[src/rtl/fetch_queue.sv]
// rtl/fetch_queue.sv - instruction fetch front end: PC generator, imem handshake, in-order fetch queue
module fetch_queue #(
  parameter int               XLEN     = 32,
  parameter int               DEPTH    = 4,
  parameter logic [XLEN-1:0]  RESET_PC = 32'h0100_0000,
  parameter int               PC_STEP  = 4
) (
  input  logic             clock,
  input  logic             reset,
  input  logic             redirect_valid,
  input  logic [XLEN-1:0]  redirect_pc,
  output logic             imem_req_valid,
  output logic [XLEN-1:0]  imem_req_addr,
  input  logic             imem_req_ready,
  input  logic             imem_rsp_valid,
  input  logic [31:0]      imem_rsp_data,
  output logic             out_valid,
  output logic [XLEN-1:0]  out_pc,
  output logic [31:0]      out_inst,
  input  logic             out_ready
);

  localparam int PTR_W = $clog2(DEPTH);
  localparam int CNT_W = $clog2(DEPTH + 1);
  // Stale responses can pile up across back-to-back redirects, so the
  // discard counter gets headroom beyond a single queue's worth.
  localparam int DISC_W = CNT_W + 4;

  logic [XLEN-1:0]   pc_mem   [DEPTH];
  logic [31:0]       inst_mem [DEPTH];
  logic [DEPTH-1:0]  filled;
  logic [PTR_W-1:0]  head, tail, fill_ptr;
  logic [CNT_W-1:0]  count;     // reserved slots, filled or not
  logic [CNT_W-1:0]  inflight;  // reserved slots still waiting for their response
  logic [DISC_W-1:0] discard;   // responses still owed for flushed requests
  logic [XLEN-1:0]   fetch_pc;

  logic              req_fire, pop, rsp_fill, rsp_drop;
  logic [DISC_W-1:0] redirect_discard;
  logic [XLEN-1:0]   redirect_target;

  function automatic logic [PTR_W-1:0] wrap_inc(input logic [PTR_W-1:0] p);
    return (p == PTR_W'(DEPTH - 1)) ? '0 : p + PTR_W'(1);
  endfunction

  assign imem_req_valid  = !reset && !redirect_valid && (count < CNT_W'(DEPTH));
  assign imem_req_addr   = fetch_pc;
  assign out_valid       = !reset && !redirect_valid && filled[head];
  assign out_pc          = out_valid ? pc_mem[head] : '0;
  assign out_inst        = out_valid ? inst_mem[head] : '0;

  assign req_fire        = imem_req_valid && imem_req_ready;
  assign pop             = out_valid && out_ready;
  assign rsp_drop        = imem_rsp_valid && (discard != '0);
  assign rsp_fill        = imem_rsp_valid && (discard == '0) && (inflight != '0);
  assign redirect_target = redirect_pc & ~XLEN'(3);

  // On redirect every outstanding request becomes stale; a response landing in the
  // redirect cycle itself is consumed there and so is not owed afterwards.
  always_comb begin
    redirect_discard = discard + DISC_W'(inflight);
    if (imem_rsp_valid && (redirect_discard != '0)) begin
      redirect_discard = redirect_discard - DISC_W'(1);
    end
  end

  // Queue payload storage: pc captured at request, instruction captured at fill.
  always_ff @(posedge clock) begin
    if (!reset && !redirect_valid) begin
      if (req_fire) pc_mem[tail] <= fetch_pc;
      if (rsp_fill) inst_mem[fill_ptr] <= imem_rsp_data;
    end
  end

  // Control state: pointers, occupancy, fill flags, fetch PC and discard bookkeeping.
  always_ff @(posedge clock) begin
    if (reset) begin
      fetch_pc <= RESET_PC;
      head     <= '0;
      tail     <= '0;
      fill_ptr <= '0;
      count    <= '0;
      inflight <= '0;
      discard  <= '0;
      filled   <= '0;
    end else if (redirect_valid) begin
      fetch_pc <= redirect_target;
      head     <= '0;
      tail     <= '0;
      fill_ptr <= '0;
      count    <= '0;
      inflight <= '0;
      discard  <= redirect_discard;
      filled   <= '0;
    end else begin
      if (req_fire) begin
        tail     <= wrap_inc(tail);
        fetch_pc <= fetch_pc + XLEN'(PC_STEP);
      end
      if (rsp_fill) begin
        filled[fill_ptr] <= 1'b1;
        fill_ptr         <= wrap_inc(fill_ptr);
      end
      if (pop) begin
        filled[head] <= 1'b0;
        head         <= wrap_inc(head);
      end
      if (rsp_drop) discard <= discard - DISC_W'(1);
      count    <= count + CNT_W'(req_fire) - CNT_W'(pop);
      inflight <= inflight + CNT_W'(req_fire) - CNT_W'(rsp_fill);
    end
  end

endmodule

[config.mk]
export PLATFORM = sky130hd
export DESIGN_NAME = fetch_queue
export DESIGN_NICKNAME = d
export VERILOG_FILES = /design/src/rtl/fetch_queue.sv
export SDC_FILE = /design/constraint.sdc
export NUM_CORES = 1
export LEC_CHECK = 0
export CAP_MARGIN = 10
export CORE_MARGIN = 1
export CORE_UTILIZATION = 55
export CTS_CLUSTER_DIAMETER = 50
export DETAILED_ROUTE_END_ITERATION = 8
export PLACE_DENSITY = 0.87
export RECOVER_POWER = 100
export SLEW_MARGIN = 20
export SYNTH_ARGS = -nofsm -noshare
export SYNTH_HDL_FRONTEND = slang
export SYNTH_SLANG_ARGS = --single-unit
[constraint.sdc]
create_clock -name clock -period 3.05 [get_ports clock]
set_input_delay 0.61 -clock clock [delete_from_list [all_inputs] [get_ports clock]]
set_output_delay 0.61 -clock clock [all_outputs]
set_load 0.03 [all_outputs]
==> impl_results.md <==
* Status: finished, final reports clean
* H-tree levels at 1
* Layout fillers at 1547
* Yosys reg bits at 303
* Nature of the critical path endpoint: output pin
* Worst Setup Start Kind: flop
* GP Congestion at 0.8362
* Dpl cell area at 15040 sq um
* CP max FO at 63
* Top-area cell type share of the netlist area at 0.5752
* CTS tree: yes
* HP Class: flop to flop
* First-pass GRT wire length at 43480 um
* Post-Syn Area per Cell at 15.47 sq um
* Initial Util at 0.5667
* # hold bufs at CTS at 0
* Data required time of the worst path at 2.44 ns
* Period minus WS final at 2.906 ns
* Core Footprint at 22850 sq um
* Ys async rst share at 0
* Number of global-route vias before repair at 8091
* Largest net degree at the start of global routing at 64
* LEAKAGE at 5.734 nW
* Top cells by count, synth: 248 x edfxtp_1, 77 x and3_1, 63 x mux4_2
* Fmax at 344.1 MHz
* Hpwl dp at 17850 um
* WS Path Type: flop to output pin
* Slew headroom at 0.3810
* Site row count at 55
* CTS max path bufs at 3
* Cell variety after synth at 71
* Gate Count Post-Synth at 837
* Synth area leader: edfxtp_1
* Grt ovf at 0
* Worst skew pair latency at 0.55 ns
* Final period utilization at 0.9527
* Synth top area cells: edfxtp_1 58%, mux4_2 11%, dfxtp_1 8.5%, and3_1 3.7%, ha_1 2.2%
* Final nets at 1110
* I/O Buffers at 161
* Inst Count DP at 1295
* Actual slew at the worst max-slew pin at 0.9285 ns
* Peak VDD IR at 413.6 uV
* Seq/Total Area, Yosys at 0.6602
* Mapped cell area at 12950 sq um
* Max capacitance violation total at 0
* DRC viols at 0
* CTS buffer count at 30
* CTS Root Cell: clkbuf_16
* Layout Skew at 0.02065 ns
* Post-layout utilization of the core at 0.6902
* Worst reg-to-reg setup slack at 0.16 ns
* Die extent in y at 155.4 um
* Clock Pin Slew Worst Setup and Hold Paths at 0.06 ns
* Full die area at 24160 sq um
* TNS Setup at 0 ns
* Drt pass-1 iters at 5
* Sink Count at 303
* DIE WIDTH at 155.4 um
* Top FF cell, synth: edfxtp_1
* Final ANT Viol Nets at 0
* Number of synthesized flops with an enable pin at 248
* Most common cell in the netlist: edfxtp_1
* Wire length per cell at 20.61 um
* Initial antenna violation count at 4
* Share of post-route cells with drive strength above 1 at 0.2206
* Routed vias at 7852
* Unrepaired setup endpoints after global routing: false
* Non-filler cells in the finished layout at 1354
* DRT iter0 DRCs at 484
* GR Util All Layers at 0.2353
* Worst Path Arrival at 2.30 ns
* Synthesis warning total at 0
* P&R area growth vs syn at 21.79%
* Pwr per Cell Area at 572.2 nW/um^2
* DRT Wirelength at 27900 um
* Vias per cell at 5.799
* Setup-failing EPs final at 0
* Final Max Tran Viols at 0
* Final hold vios at 0
* I/O pin count at 168
* Finished Cell Area at 15770 sq um
==> cell type report <==
cell class,count,area [sq um],area share
clock inverter,21,217.7,0.01381
inverter,21,78.83,0.004999
multi-input combinational,460,4019,0.2549
tap,313,391.6,0.02484
clock buffer,35,820.8,0.05205
timing repair buffer,198,1678,0.1064
antenna,3,7.507,0.0004761
sequential,303,8556,0.5426
==> path summary, 6_finish.rpt <==
| check | to | cells after the start | startpoint |
|---|---|---|---|
| max | out_inst[16] | 4 | head[0]$_SDFFE_PP0P_ |
| min | tail[1]$_SDFFE_PP0P_ | 2 | tail[1]$_SDFFE_PP0P_ |
| max reg2reg | inst_mem[0][29]$_DFFE_PP_ | 5 | discard[4]$_SDFFE_PP0P_ |
| min reg2reg | tail[1]$_SDFFE_PP0P_ | 2 | tail[1]$_SDFFE_PP0P_ |
==> state kept, by name (all words and copies together), names as in the netlist, named ones only <==
name and cells:
imem_req_addr 30, filled 4, inflight 3, tail 2, count 3, fill_ptr 2, discard 7, inst_mem 128
head 2, pc_mem 120
==> placed cells by master, fill, tap and decap left out, types with 20 or more instances in the layout <==
cell type | netlist | routed
edfxtp_1 | 248 | 248
and3_1 | 77 | 73
dlygate4sd3_1 | 0 | 64
mux4_2 | 63 | 63
clkbuf_2 | 1 | 55
dfxtp_1 | 55 | 53
nor2_1 | 48 | 48
nand2_1 | 47 | 47
a21oi_1 | 38 | 38
clkdlybuf4s50_1 | 0 | 32
clkbuf_16 | 0 | 31
ha_1 | 23 | 23
buf_4 | 6 | 20
==> metrics by stage <==
| step | setup WS (ns) | hold WS, ns | total power, mW |
|---|---|---|---|
| after CTS | 0.01247 | 0.4994 | 9.095 |
| after detailed placement | 0.1528 | 0.4913 | 5.327 |
| after floorplan | 0.3752 | 0.4692 | 5.074 |
| after global routing | 0.03736 | 0.5412 | 9.293 |
| after global placement | 0.1744 | 0.4857 | 5.306 |
| final | 0.1442 | 0.5006 | 9.022 |
==> cell families (layout without fill, tap and decap cells) <==
group / after synthesis / count (layout) / synth area share
AOI/OAI and AO/OA: 93 / 93 / 0.04697
xor gates and xnor gates: 27 / 27 / 0.01826
adders and majority gates: 26 / 26 / 0.02687
buffers and inverters: 77 / 275 / 0.02851
DFF: 303 / 303 / 0.6602
muxes: 73 / 73 / 0.1179
other: 1 / 7 / 0.0002896
and+or+nand+nor: 237 / 237 / 0.1010
==> what timing repair did <==
action / 4_1_cts / 5_1_grt
resized for setup: 0 / 1
buffers inserted: 0 / 0
endpoints found under the setup margin: 0 / 50
hold endpoints to repair: 0 / 0
==> where the power goes <==
part / total, mW / switching [mW] / internal [mW]
logic: 0.597 / 0.335 / 0.262
registers: 4.62 / 0.0882 / 4.53
clock network: 3.81 / 1.54 / 2.27
total: 9.02 / 1.96 / 7.06
==> per-layer routing <==
metal | up-vias | routed length (um) | track usage
met5 | - | 13 | 0
met4 | 2 | 874 | 0.09664
met3 | 66 | 1500 | 0.03064
met2 | 288 | 14230 | 0.4042
met1 | 3894 | 11290 | 0.3041
li1 | 3602 | - | -
==> critical path: stages (launching register included) <==
cell	delay [ns]
dfxtp_1	0.45
mux4_2	0.59
buf_6	0.27
and3_1	0.24
clkbuf_2	0.18
Power figures use the tool's default switching activity.
